`src/rtl/div_unit_pkg.sv`:
```
// div_unit_pkg: shared definitions for the iterative divider.
//   DIV_WIDTH   default operand width
//   div_state_e divider FSM states (IDLE / BUSY / DONE)
package div_unit_pkg;

  localparam int unsigned DIV_WIDTH = 32;

  typedef enum logic [1:0] {
    DIV_IDLE = 2'd0,
    DIV_BUSY = 2'd1,
    DIV_DONE = 2'd2
  } div_state_e;

endpackage

```
`src/rtl/div_unit_if.sv`:
```
// div_unit_if: execute-stage request/response bundle for div_unit.
//   start      request a division (sampled only while idle)
//   is_signed  1 = DIV, 0 = DIVU
//   opa, opb   dividend, divisor
//   annul      cancel in-flight or starting operation
//   div_stall  stall request to the hazard unit
//   ready      one-cycle result-valid pulse
//   result     {remainder, quotient} = {HI, LO}
// master = execute-stage controller, slave = divider.
interface div_unit_if
  import div_unit_pkg::*;
#(
  parameter int unsigned WIDTH = DIV_WIDTH
);
  logic               start;
  logic               is_signed;
  logic [WIDTH-1:0]   opa;
  logic [WIDTH-1:0]   opb;
  logic               annul;
  logic               div_stall;
  logic               ready;
  logic [2*WIDTH-1:0] result;

  modport master (
    output start, is_signed, opa, opb, annul,
    input  div_stall, ready, result
  );

  modport slave (
    input  start, is_signed, opa, opb, annul,
    output div_stall, ready, result
  );
endinterface

```
`src/rtl/div_unit_step.sv`:
```
// div_step: one radix-2 restoring division iteration (combinational).
//   rem_i     partial remainder (always < divisor between steps)
//   quo_i     dividend/quotient shift register
//   divisor_i unsigned divisor magnitude
//   rem_o     updated partial remainder
//   quo_o     updated shift register, new quotient bit in the LSB
module div_step #(
  parameter int unsigned WIDTH = 32
) (
  input  logic [WIDTH-1:0] rem_i,
  input  logic [WIDTH-1:0] quo_i,
  input  logic [WIDTH-1:0] divisor_i,
  output logic [WIDTH-1:0] rem_o,
  output logic [WIDTH-1:0] quo_o
);
  logic [WIDTH:0] shifted;
  logic [WIDTH:0] trial;

  // One extra bit holds the shifted-out remainder MSB; the top bit of the
  // trial difference is then the borrow (negative result).
  always_comb begin
    shifted = {rem_i, quo_i[WIDTH-1]};
    trial   = shifted - {1'b0, divisor_i};
    if (trial[WIDTH]) begin
      rem_o = shifted[WIDTH-1:0];
      quo_o = {quo_i[WIDTH-2:0], 1'b0};
    end else begin
      rem_o = trial[WIDTH-1:0];
      quo_o = {quo_i[WIDTH-2:0], 1'b1};
    end
  end
endmodule

```
`src/rtl/div_unit.sv`:
```
// div_unit: iterative restoring divider for DIV/DIVU in the execute stage.
//   clk  pipeline clock, rising edge
//   rst  asynchronous active-high reset
//   bus  div_unit_if slave: start/is_signed/opa/opb/annul in,
//        div_stall/ready/result out ({HI, LO} = {remainder, quotient})
// Latency: start sampled at edge 0, ready pulses in the cycle after edge WIDTH.
module div_unit
  import div_unit_pkg::*;
#(
  parameter int unsigned WIDTH = DIV_WIDTH,
  parameter int unsigned CNT_W = 6
) (
  input  logic         clk,
  input  logic         rst,
  div_unit_if.slave    bus
);
  div_state_e         state_q;
  logic [CNT_W-1:0]   cnt_q;
  logic [WIDTH-1:0]   rem_q;
  logic [WIDTH-1:0]   quo_q;
  logic [WIDTH-1:0]   dvsr_q;
  logic [WIDTH-1:0]   opa_raw_q;
  logic               qsign_q;
  logic               rsign_q;
  logic               dz_q;
  logic               ready_q;
  logic [2*WIDTH-1:0] result_q;

  logic [WIDTH-1:0]   opa_abs;
  logic [WIDTH-1:0]   opb_abs;
  logic [WIDTH-1:0]   rem_n;
  logic [WIDTH-1:0]   quo_n;
  logic [WIDTH-1:0]   quo_fix;
  logic [WIDTH-1:0]   rem_fix;
  logic               last_step;

  div_step #(.WIDTH(WIDTH)) u_step (
    .rem_i     (rem_q),
    .quo_i     (quo_q),
    .divisor_i (dvsr_q),
    .rem_o     (rem_n),
    .quo_o     (quo_n)
  );

  always_comb begin
    opa_abs   = (bus.is_signed && bus.opa[WIDTH-1]) ? -bus.opa : bus.opa;
    opb_abs   = (bus.is_signed && bus.opb[WIDTH-1]) ? -bus.opb : bus.opb;
    // Sign flags are only ever set for DIV, so DIVU passes straight through.
    quo_fix   = qsign_q ? -quo_n : quo_n;
    rem_fix   = rsign_q ? -rem_n : rem_n;
    last_step = (cnt_q == CNT_W'(WIDTH - 1));
  end

  always_ff @(posedge clk or posedge rst) begin
    if (rst) begin
      state_q   <= DIV_IDLE;
      cnt_q     <= '0;
      rem_q     <= '0;
      quo_q     <= '0;
      dvsr_q    <= '0;
      opa_raw_q <= '0;
      qsign_q   <= 1'b0;
      rsign_q   <= 1'b0;
      dz_q      <= 1'b0;
      ready_q   <= 1'b0;
      result_q  <= '0;
    end else begin
      case (state_q)
        DIV_IDLE: begin
          ready_q <= 1'b0;
          if (bus.start && !bus.annul) begin
            rem_q     <= '0;
            quo_q     <= opa_abs;
            dvsr_q    <= opb_abs;
            opa_raw_q <= bus.opa;
            qsign_q   <= bus.is_signed & (bus.opa[WIDTH-1] ^ bus.opb[WIDTH-1]);
            rsign_q   <= bus.is_signed & bus.opa[WIDTH-1];
            dz_q      <= (bus.opb == '0);
            cnt_q     <= '0;
            state_q   <= DIV_BUSY;
          end
        end
        DIV_BUSY: begin
          if (bus.annul) begin
            ready_q <= 1'b0;
            state_q <= DIV_IDLE;
          end else begin
            rem_q <= rem_n;
            quo_q <= quo_n;
            cnt_q <= cnt_q + 1'b1;
            if (last_step) begin
              // Final step result is fixed up in the same edge it is produced.
              result_q <= dz_q ? {opa_raw_q, {WIDTH{1'b1}}} : {rem_fix, quo_fix};
              ready_q  <= 1'b1;
              state_q  <= DIV_DONE;
            end
          end
        end
        DIV_DONE: begin
          ready_q <= 1'b0;
          state_q <= DIV_IDLE;
        end
        default: begin
          ready_q <= 1'b0;
          state_q <= DIV_IDLE;
        end
      endcase
    end
  end

  assign bus.div_stall = ((state_q == DIV_IDLE) && bus.start && !bus.annul) ||
                         (state_q == DIV_BUSY);
  assign bus.ready     = ready_q;
  assign bus.result    = result_q;
endmodule

```
`src/flat_wrapper.sv`:
```
// flat-port wrapper written by rule: the top's interface ports become plain ports
module div_unit_flat import div_unit_pkg::*;
#(
  parameter int unsigned WIDTH = DIV_WIDTH,
  parameter int unsigned CNT_W = 6
)
  (clk, rst, bus_start, bus_is_signed, bus_opa, bus_opb, bus_annul, bus_div_stall, bus_ready, bus_result);
  div_unit_if #(.WIDTH(WIDTH)) bus_i ();
  input  logic clk;
  input  logic rst;
  input wire logic [$bits(bus_i.start)-1:0] bus_start;
  input wire logic [$bits(bus_i.is_signed)-1:0] bus_is_signed;
  input wire logic [$bits(bus_i.opa)-1:0] bus_opa;
  input wire logic [$bits(bus_i.opb)-1:0] bus_opb;
  input wire logic [$bits(bus_i.annul)-1:0] bus_annul;
  output wire logic [$bits(bus_i.div_stall)-1:0] bus_div_stall;
  output wire logic [$bits(bus_i.ready)-1:0] bus_ready;
  output wire logic [$bits(bus_i.result)-1:0] bus_result;
  assign bus_i.start = bus_start;
  assign bus_i.is_signed = bus_is_signed;
  assign bus_i.opa = bus_opa;
  assign bus_i.opb = bus_opb;
  assign bus_i.annul = bus_annul;
  assign bus_div_stall = bus_i.div_stall;
  assign bus_ready = bus_i.ready;
  assign bus_result = bus_i.result;
  div_unit #(.WIDTH(WIDTH), .CNT_W(CNT_W)) u_core (.clk(clk), .rst(rst), .bus(bus_i));
endmodule
```
`config.mk`:
```
export PLATFORM = sky130hd
export DESIGN_NAME = div_unit_flat
export DESIGN_NICKNAME = d
export VERILOG_FILES = /design/src/rtl/div_unit_pkg.sv /design/src/rtl/div_unit_if.sv /design/src/rtl/div_unit_step.sv /design/src/rtl/div_unit.sv /design/src/flat_wrapper.sv
export SDC_FILE = /design/constraint.sdc
export NUM_CORES = 1
export LEC_CHECK = 0
export BUFFER_PORTS_ARGS = -buffer_cell sky130_fd_sc_hd__buf_4
export CAP_MARGIN = 25
export CORE_MARGIN = 4
export CORE_UTILIZATION = 55
export CTS_BUF_LIST = sky130_fd_sc_hd__clkbuf_8
export CTS_CLUSTER_SIZE = 30
export DETAILED_ROUTE_END_ITERATION = 10
export PLACE_DENSITY = 0.86
export SYNTH_ARGS = -nofsm -noshare
export SYNTH_HDL_FRONTEND = slang
export SYNTH_HIERARCHICAL = 1
export SYNTH_SLANG_ARGS = --single-unit
```
`constraint.sdc`:
```
create_clock -name clk -period 6.57 [get_ports clk]
set_clock_uncertainty 0.15 [all_clocks]
set_input_delay 1.314 -clock clk [delete_from_list [all_inputs] [get_ports clk]]
set_output_delay 1.314 -clock clk [all_outputs]
set_load 0.02 [all_outputs]
```
---- Word-level counts from Yosys, hierarchy flattened ----
Cells that the tools add are included.
word-level totals
  flip-flop bits (word level) ............. 204
  output and inout bits ................... 66
operators by class
  $add $sub $neg .......................... 6
  reduce and logical (&&, ||, !) cells .... 14
  eq/ne operators ......................... 5
  mux-type cells .......................... 23
  bitwise operators ....................... 4
operator list
  cell                                                             count
  32-bit 2-to-1 mux                                                9
  32-bit negator                                                   4
  32-bit one-hot mux with 2 select lines                           2
  64-bit 2-to-1 mux                                                1
  33-bit by 32-bit subtractor with 33-bit output                   1
  32-bit zero test                                                 1
  6-bit 2-to-1 mux                                                 2
  6-bit one-hot mux with 2 select lines                            1
  6-bit by 1-bit adder with 6-bit output, second input constant    1
  6-bit by 5-bit == test with 1-bit output, second input constant  1
  2-bit 2-to-1 mux                                                 3
  3-bit AND reduction                                              2
  1-bit logical AND                                                5
  1-bit 2-to-1 mux                                                 4
  2-bit one-hot mux with 2 select lines                            1
  2-bit AND reduction                                              2
  3-bit by 2-bit != test with 1-bit output, second input constant  1
  1-bit AND                                                        2
  2-bit by 1-bit == test with 1-bit output, second input constant  1
  2-bit zero test                                                  1
  2-bit by 1-bit != test with 1-bit output, second input constant  1
  2-bit != test, second input constant                             1
  2-bit nonzero test                                               1
  1-bit zero test                                                  1
  other kinds (3)                                                  3

---- Logic depth before layout (Yosys ltp) ----
Gate-level depths: netlist of run 1.
  depth after elaboration ................. 5
  mapped depth ............................ 21
  depth with buffers taken out ............ 20

---- Cells and area by module ----
Netlist of run 1, hierarchy kept.
by module, submodules not included
  module    cells an instance  times used  area an instance (um2)
  div_unit  1243               1           10709.0
  div_step  342                1           2488.6

---- Worst setup path before layout of run 1 ----
Ideal clock, no wire load.
  path kind ............................... register to register
  from .................................... reg u_core.quo_q[31]
  to ...................................... reg u_core.result_q[60] (netlist: u_core/bus.result[60])
  stages on the path, launching flop included .. 21
  clock period less this slack ............ 5.248 ns
  path buffers ............................ 1
  setup time .............................. 0.131 ns
  arrival time ............................ 4.967 ns
  slack ................................... 1.322 ns
  path through ............................ dfrtp_1 > inv_1 > ha_1 > fa_1 > and2b_1 > o2111ai_1 > a21oi_2 > o2111ai_1 > a211oi_2 > nor2_2 > mux2i_1 > and2_4 > inv_2 > buf_6 > mux2_4 > or4_4 > or4b_4 > or4_4 > o31ai_2 > xor2_1 > o21ai_1
between the ends
  word-level cells in the longest chain between the ends .. 5
RTL lines
  what                                            line                 text
  from (decl)                                     div_unit.sv:20       logic [WIDTH-1:0] quo_q;
  from (signal assigned)                          div_unit.sv:73       quo_q <= opa_abs;
  from (signal assigned)                          div_unit.sv:89       quo_q <= quo_n;
  33-bit by 32-bit subtractor with 33-bit output  div_unit_step.sv:23  trial = shifted - {1'b0, divisor_i};
  32-bit 2-to-1 mux                               div_unit_step.sv:24  if (trial[WIDTH]) begin
  named net u_core.rem_n[5]                       div_unit.sv:31       logic [WIDTH-1:0] rem_n;
  32-bit negator                                  div_unit.sv:50       rem_fix = rsign_q ? -rem_n : rem_n;
  32-bit 2-to-1 mux                               div_unit.sv:50
  64-bit 2-to-1 mux                               div_unit.sv:93       result_q <= dz_q ? {opa_raw_q, {WIDTH{1'b1}}} : {rem_fix, quo_fix};
  to (signal assigned)                            div_unit.sv:93
  to (decl)                                       div_unit.sv:27       logic [2*WIDTH-1:0] result_q;
The timed path passes the listed nets, and every way through them passes these cells.
A chain may end at the register's enable or synchronous reset.

---- Worst setup path in the final report of run 1 ----
Same ends and word-level chain as after synthesis.

==> results summary, run 1 <==
The share of the cycle needed by the critical path after routing came out at 0.890. The multi-input gate area in the final layout is 7370 sq um. The worst-case IR drop observed on VDD is 0.304 mV. The number of nets with antenna violations after routing is 0. Clock latency on the worst-skew pair, taken at its later pin, is 0.55 ns. Summed over all instances, the cell type with the most area after synthesis is sky130_fd_sc_hd__dfrtp_1. The post-synthesis instance area is 13200 sq um. The post-CTS setup repair buffer count is 0. The synthesized design contains 204 register bits. The post-synthesis area per instance came out at 8.33 sq um.

The most frequently used cell type in the post-synthesis netlist is sky130_fd_sc_hd__nand2_1. The floorplan die width came out at 163 um. The count of cells resized by post-cts repair is 0.

The clock passes through at most 3 buffers. Adding up every negative setup slack in the final design gives 0 ns. The DRC violations left came out at 0. The area of the die is 26500 sq um. Of the total power, combinational logic draws 0.590. The placement row count is 56. The number of vias in the routed layout is 11.8k. TritonCTS built the clock tree. The path class of the tightest hold or removal check is flip-flop to flip-flop. The post-detailed-route via-to-cell ratio came out at 5.90. Dividing the detail-routed wire length by the instance count gives 17.8 um. The share of async-settable or async-resettable flops after synthesis came out at 1.00. Buffers inserted during clock tree synthesis total 36. The internal power is 3.83 mW. The run finished with clean final reports. The floorplan step set the die height to 163 um. The required time of the worst setup path is 6.83 ns.

The post-detailed-placement half-perimeter wirelength came out at 25700 um. The number of pins with negative max-slew slack in the final report is 0. The sum of overflow across all layers after global routing is 0.

The starting utilization of the core area came out at 0.561. The tightest hold path in the finished design has a slack of 0.327 ns. The register area share after synthesis came out at 0.387.

The H-tree depth reported by CTS is 2. Setup repair after global routing left no endpoint under its margin. The first global-routing pass estimated 56000 um of wire. Timing would allow up to 0.171 GHz. The area overhead of the layout relative to synthesis came out at 12.4%. The CTS root buffer is sky130_fd_sc_hd__clkbuf_8. The number of antenna repair diodes came out at 0. The clock sink count came out at 204.

The worst max-slew margin expressed relative to the limit is 0.338. Of the post-synthesis cell area, the dominant cell type holds 0.387. Buffers placed on the I/O ports in this run total 134. The count of distinct cell types in the synthesized netlist is 76. The setup path with the least slack is of type flip-flop to flip-flop.

The leakage power is 6.87 nW. The switching fraction of total power is 0.463. At the end of routability-driven placement, the weighted congestion stood at 0.933. The first-pass iteration count of the detailed router is 5. The count of flip-flops with a built-in enable after synthesis is 0. Ranked by total cell area, the synthesized netlist is headed by sky130_fd_sc_hd__dfrtp_1, sky130_fd_sc_hd__nand2_1, sky130_fd_sc_hd__xor2_1. For this run, the total global-route usage over all layers was measured as 0.258.

The endpoint arrival time on the critical path is 6.11 ns. The synthesized instance count is 1585. In this run the power density over the cells is 480 nW/um^2. The count of endpoints failing hold in the final timing report is 0. For this run, the post-layout net count is 1761.

The routed wire length came out at 35500 um. The most used flip-flop cell after synthesis is sky130_fd_sc_hd__dfrtp_1. The analysis attributes to net switching a power of 3.30 mW. The tool flagged a number of max-cap violations equal to 0. Counting instances in the post-synthesis netlist gives the leading cell types as sky130_fd_sc_hd__nand2_1, sky130_fd_sc_hd__dfrtp_1, sky130_fd_sc_hd__o21ai_0. The count of boundary I/O pins came out at 135. The number of global-route vias before repair came out at 11.2k.

The clock network fraction of design power is 0.154. Synthesis produced a netlist with a net count of 1692. The placeable core region is 23500 sq um. The initial antenna violation count is 0. Clock-pin slew was measured on the worst setup and hold paths at 0.06 ns. The number of hold-repair buffers added at the cts stage came out at 0. The fill cell total of the finished layout is 2014.

The first routing iteration left 1130 violations. The transition time at the pin with the least slew margin came out at 0.989 ns. The worst setup path is launched from a flip-flop. The sequential cell fraction of total power is 0.256. The share of final-layout standard cells stronger than drive strength 1 is 0.147. The final critical delay including setup and external delays is 5.85 ns.

The endpoint type of the worst setup path is a flip-flop. The count of endpoints failing setup in the final report came out at 0. In this run the worst path has a maximum fanout of 12. The count of warnings emitted by yosys is 6. The largest net degree at the start of global routing came out at 171. Summing all flip-flop and latch instances after layout gives 5100 sq um.
[critical path, stage by stage, from the launching register on]
cell and delay [ns]:
sky130_fd_sc_hd__dfrtp_1 0.37, sky130_fd_sc_hd__inv_1 0.05, sky130_fd_sc_hd__ha_1 0.22, sky130_fd_sc_hd__fa_1 0.40, sky130_fd_sc_hd__and2b_1 0.23, sky130_fd_sc_hd__o2111ai_1 0.14
sky130_fd_sc_hd__a21oi_2 0.25, sky130_fd_sc_hd__o2111ai_1 0.22, sky130_fd_sc_hd__a211oi_2 0.31, sky130_fd_sc_hd__nor2_2 0.12, sky130_fd_sc_hd__mux2i_1 0.19, sky130_fd_sc_hd__and2_4 0.27
sky130_fd_sc_hd__inv_2 0.17, sky130_fd_sc_hd__mux2_1 0.43, sky130_fd_sc_hd__or4_4 0.53, sky130_fd_sc_hd__or4b_4 0.59, sky130_fd_sc_hd__or4_4 0.54, sky130_fd_sc_hd__o31ai_2 0.25
sky130_fd_sc_hd__xor2_1 0.21, sky130_fd_sc_hd__o21ai_1 0.07
[metrics by stage]
stage	instance area, sq um	utilization	instances	total power, mW	worst slack (ns)
final	14800	0.630	1994	7.12	0.720
after global routing	14800	0.630	1994	7.62	0.494
after CTS	14800	0.630	1994	7.06	0.761
after detailed placement	14200	0.603	1935	5.93	0.763
after global placement	14200	0.603	1935	5.81	0.917
after floorplan	13200	-	1585	5.05	1.32
[area by class of cell]
cell class / instances / area share
Sequential cell: 204 / 0.344
Multi-Input combinational cell: 1215 / 0.497
Tap cell: 319 / 0.0269
Clock inverter: 18 / 0.00599
Inverter: 49 / 0.0126
Clock buffer: 41 / 0.0380
Timing Repair Buffer: 148 / 0.0757
[logic make-up after synthesis]
kind of cell    synth area share
compound gates             0.190
xor+xnor                  0.0962
fa+ha+maj                 0.0366
buf+inv                   0.0573
flops                      0.387
mux                       0.0310
simple gates               0.202
[state kept, by name (all words and copies together), names as in the netlist, 2 cells and up]
register / cells
u_core/dvsr_q: 32
u_core/opa_raw_q: 32
u_core/bus.result: 64
u_core/quo_q: 32
u_core/rem_q: 32
u_core/state_q: 2
u_core/cnt_q: 6
[metal layers]
layer | global-route usage | share of wire | vias to the layer above
met5 | 0 | 0 | -
met4 | 0.0896 | 0.030 | 0
met3 | 0.0387 | 0.070 | 91
met2 | 0.444 | 0.49 | 464
met1 | 0.334 | 0.41 | 5587
li1 | - | - | 5617
[worst paths after layout]
check | from | to | slack [ns] | depth (start not counted)
max | u_core/quo_q[31]$_DFFE_PP0P_ | u_core/bus.result[60]$_DFFE_PP0P_ | 0.72 | 19
min | u_core/opa_raw_q[27]$_DFFE_PP0P_ | u_core/opa_raw_q[27]$_DFFE_PP0P_ | 0.33 | 2
max reg2reg | u_core/quo_q[31]$_DFFE_PP0P_ | u_core/bus.result[60]$_DFFE_PP0P_ | 0.72 | 19
min reg2reg | u_core/opa_raw_q[27]$_DFFE_PP0P_ | u_core/opa_raw_q[27]$_DFFE_PP0P_ | 0.33 | 2
max in group asynchronous | rst | u_core/dvsr_q[14]$_DFFE_PP0P_ | 4.14 | 3
min in group asynchronous | rst | u_core/bus.result[5]$_DFFE_PP0P_ | 0.73 | 2
[cells in the final DEF, fill, tap and decap left out, types with 14 or more instances in the layout]
master and n:
sky130_fd_sc_hd__a21o_1 18, sky130_fd_sc_hd__a21oi_1 102, sky130_fd_sc_hd__a31oi_1 15, sky130_fd_sc_hd__and3_1 18, sky130_fd_sc_hd__buf_4 147, sky130_fd_sc_hd__clkbuf_8 41, sky130_fd_sc_hd__dfrtp_1 204, sky130_fd_sc_hd__ha_1 37
sky130_fd_sc_hd__inv_1 58, sky130_fd_sc_hd__mux2_4 19, sky130_fd_sc_hd__nand2_1 292, sky130_fd_sc_hd__nand2b_1 14, sky130_fd_sc_hd__nand3_1 33, sky130_fd_sc_hd__nor2_1 103, sky130_fd_sc_hd__nor3_1 19, sky130_fd_sc_hd__o21ai_0 157
sky130_fd_sc_hd__o21ai_1 22, sky130_fd_sc_hd__o31ai_1 33, sky130_fd_sc_hd__or3_1 17, sky130_fd_sc_hd__or4_1 17, sky130_fd_sc_hd__xnor2_1 51, sky130_fd_sc_hd__xor2_1 94
[power by group through the flow]
stage / combinational, mW / clock [mW] / sequential, mW
2_1_floorplan: 3.37 / 0 / 1.68
3_3_place_gp: 4.00 / 0 / 1.81
3_5_place_dp: 4.10 / 0 / 1.83
4_1_cts: 4.13 / 1.12 / 1.81
5_1_grt: 4.59 / 1.18 / 1.86
6_report: 4.21 / 1.10 / 1.82
Note: power is estimated with default switching activity, not from simulation.
==> inputs of run 2 (changes only) <==
--- a/config.mk
+++ b/config.mk
@@ -6,13 +6,14 @@
 export NUM_CORES = 1
 export LEC_CHECK = 0
 export BUFFER_PORTS_ARGS = -buffer_cell sky130_fd_sc_hd__buf_4
-export CAP_MARGIN = 25
+export CAP_MARGIN = 10
 export CORE_MARGIN = 4
 export CORE_UTILIZATION = 55
 export CTS_BUF_LIST = sky130_fd_sc_hd__clkbuf_8
 export CTS_CLUSTER_SIZE = 30
 export DETAILED_ROUTE_END_ITERATION = 10
 export PLACE_DENSITY = 0.86
+export RECOVER_POWER = 100
 export SYNTH_ARGS = -nofsm -noshare
 export SYNTH_HDL_FRONTEND = slang
 export SYNTH_HIERARCHICAL = 1
==> run 2 against run 1 <==
Effect of this change:
- the flow now finishes with violations (capacitance limit, slew limit)
- utilization decreased by 1.4 points
- setup slack got worse by 0.14 ns
- clock-buffer cell count unchanged
- largest power group unchanged
==> results summary, run 2 (synthesized netlist as in run 1, its figures left out) <==
The first-pass GRT wire length came out at 56000 um (unchanged). The clock transition time at the flip-flop clock pins of the worst setup and hold paths is 0.06 ns (about the same). In the layout the commonest cells are sky130_fd_sc_hd__nand2_1, sky130_fd_sc_hd__dfrtp_1, sky130_fd_sc_hd__o21ai_0. The count of endpoints failing setup in the final report came out at 0 (unchanged). The placement-stage worst setup slack came out at 0.763 ns (unchanged). The sum of negative setup slack came out at 0 ns (unchanged). The first-pass iteration count of the detailed router came out at 6 (+1). The start of the worst register-to-register path is u_core/quo_q[31]$_DFFE_PP0P_. The area growth from synthesis to layout is 9.94%. The clock sink count came to 204 (unchanged). The clock latency at the later pin of the worst-skew pair was 0.55 ns (about the same). The number of flip-flops under the largest register name is 64 (unchanged). The area of the die came to 26500 sq um (unchanged). The number of vias in the routed layout came out at 11.7k (-0.42%). The deepest clock path buffer count was 3 (unchanged). The share of final-layout standard cells stronger than drive strength 1 is 0.0979 (-0.0496). The endpoint arrival time on the critical path came out at 6.25 ns (+0.14 ns). The initial antenna violation count came out at 0 (unchanged). The post-detailed-route via-to-cell ratio came out at 5.87 (-0.42%). The number of placed instances with taps included is 1935 (unchanged). The starting utilization of the core area came to 0.561 (unchanged). The worst hold path begins at u_core/bus.result[8]$_DFFE_PP0P_. The total routing resource utilization after global routing was 0.258 (unchanged). The number of global-route vias before repair is 11.2k (unchanged). The routed wire length is 35500 um (about the same). The final design area excluding fillers is 14500 sq um (-2.2%).

The final worst-path setup slack came out at 0.579 ns (-0.141 ns). The number of cells on the worst hold path is 2 (unchanged). The top cell family by delay on the critical path is simple AND/OR/NAND/NOR gates. The number of hold-repair buffers added at the cts stage came out at 0 (unchanged). The final reports fail on capacitance limit, slew limit. The largest net degree at the start of global routing came to 171 (unchanged). The logic depth of the worst register-to-register path is 19 (unchanged). In this run the critical register-to-register path is captured at u_core/bus.result[60]$_DFFE_PP0P_. Setup repair after global routing left no endpoint under its margin.

The worst setup path is launched from a flip-flop. The fill cell total of the finished layout was 2102 (+4.4%). The fmax came out at 0.167 GHz (-2.3%). The number of antenna repair diodes came out at 0 (unchanged). The critical path in this run is classified as flip-flop to flip-flop.

Walking the worst path, the cells encountered are inv_1, ha_1, fa_1, and2b_1, o2111ai_1, a21oi_1, o2111ai_1, a211oi_1, nor2_1, mux2i_1, and2_4, inv_2, mux2_1, or4_4, or4b_4, or4_4, o31ai_2, xor2_1, o21ai_1. The placeable core region came out at 23500 sq um (unchanged). The floorplan die width came out at 163 um (unchanged). The placement row count is 56 (unchanged). The count of boundary I/O pins came out at 135 (unchanged). The number of standard cells in the layout, taps in and fillers out is 1994 (unchanged). The transition time at the pin with the least slew margin came out at 4.13 ns (+3.14 ns). The delay of the slowest cell on the worst path is 0.59 ns (about the same). In this run the worst hold path is classified as flip-flop to flip-flop. The number of nets with antenna violations after routing is 0 (unchanged).

The leakage power came to 6.55 nW (-4.7%). The worst max-slew margin expressed relative to the limit was -1.75 (-2.09). The share of the cycle needed by the critical path after routing is 0.912 (+0.0214). The area of placed instances is 14200 sq um (unchanged). The max-capacitance violation count is 5 (+5). The routability congestion estimate came out at 0.933 (unchanged). The critical-path maximum fanout is 12 (unchanged).

The highest ir drop seen on vdd is 0.301 mV (-0.97%). The required time of the worst setup path came out at 6.83 ns (about the same). The final critical delay including setup and external delays was 5.99 ns (+0.141 ns). The count of cells resized by post-cts repair came to 0 (unchanged). The sum of overflow across all layers after global routing is 0 (unchanged).

The root buffer cell chosen for the clock tree is sky130_fd_sc_hd__clkbuf_8. The most common cell after layout, fill and taps aside is sky130_fd_sc_hd__nand2_1. The reg-to-reg setup timing slack is 0.58 ns (-0.14 ns). The power per cell area came out at 488 nW/um^2 (+1.6%). The flow ran to the end, but the final reports show violations. The number of CTS-inserted buffers is 36 (unchanged). STA classifies the critical path endpoint as a flip-flop. The count of endpoints failing hold in the final timing report came out at 0 (unchanged).

The post-detailed-placement half-perimeter wirelength came out at 25700 um (unchanged). The post-CTS setup repair buffer count is 0 (unchanged). The final cell utilization of the core is 0.616 (-0.0140). The number of design-rule violations left by the first detailed-router iteration is 1128 (-0.18%). The final net count came to 1761 (unchanged). The CTS tree is yes.

The H-tree depth reported by CTS came out at 2 (unchanged). The DRC violations left was 0 (unchanged). The number of pins with negative max-slew slack in the final report is 232 (+232).

The cell with the largest stage delay on the worst path is sky130_fd_sc_hd__or4b_4. The height of the die was 163 um (unchanged). The path with the worst hold slack has its endpoint at u_core/bus.result[8]$_DFFE_PP0P_. The count of buffers inserted at the top-level ports came to 134 (unchanged). The average wire per cell in the routed design is 17.8 um (about the same).

The startpoint of the most critical setup path is u_core/quo_q[31]$_DFFE_PP0P_. The critical path buffer and inverter count is 2 (unchanged).
[run 2: cell types whose count changed in the layout (fill, tap and decap cells not counted), sizes merged]
| cell | previous run | this run |
|---|---|---|
| buf | 148 | 72 |
| clkbuf | 41 | 117 |
[run 2: final cells by class]
class | count | area [sq um] | share of cell area
Multi-Input combinational cell | 1215 | 7320 | 0.505
Sequential cell | 204 | 5100 | 0.352
Timing Repair Buffer | 148 | 842 | 0.0580
Clock buffer | 41 | 564 | 0.0389
Tap cell | 319 | 399 | 0.0275
Inverter | 49 | 185 | 0.0128
Clock inverter | 18 | 88.8 | 0.00612
[run 2: how the worst max path moves through the flow]
stage               slack [ns]  cells after the start                                end
finish                    0.58                     19  u_core/bus.result[60]$_DFFE_PP0P_
global placement          0.92                     19  u_core/bus.result[60]$_DFFE_PP0P_
global route              0.30                     19  u_core/bus.result[62]$_DFFE_PP0P_
CTS                       0.76                     19  u_core/bus.result[60]$_DFFE_PP0P_
floorplan                 1.32                     20  u_core/bus.result[60]$_DFFE_PP0P_
detailed placement        0.76                     19  u_core/bus.result[60]$_DFFE_PP0P_
[run 2: stage by stage]
stage                     hold slack (ns)  power [mW]
after floorplan                     0.287        5.05
after global placement              0.302        5.81
after detailed placement            0.304        5.93
after CTS                           0.327        7.06
after global routing                0.335        7.57
final                               0.326        7.08
[run 2: report_power, final]
part | total [mW] | switching [mW] | internal, mW | leakage [nW]
Combinational | 4.16 | 2.46 | 1.70 | 3.51
Sequential | 1.82 | 0.288 | 1.53 | 2.67
Clock | 1.09 | 0.525 | 0.570 | 0.379
Total | 7.08 | 3.27 | 3.80 | 6.55
[run 2: worst min-delay path: stages (launching register included)]
cell	delay, ns
sky130_fd_sc_hd__dfrtp_1	0.34
sky130_fd_sc_hd__nand2_1	0.05
sky130_fd_sc_hd__nand2_1	0.05
[run 2: metal layers]
metal / track usage / wire (um)
met1: 0.334 / 14800
met2: 0.444 / 17200
met4: 0.0896 / 1020
met5: 0 / 0
met3: 0.0387 / 2450
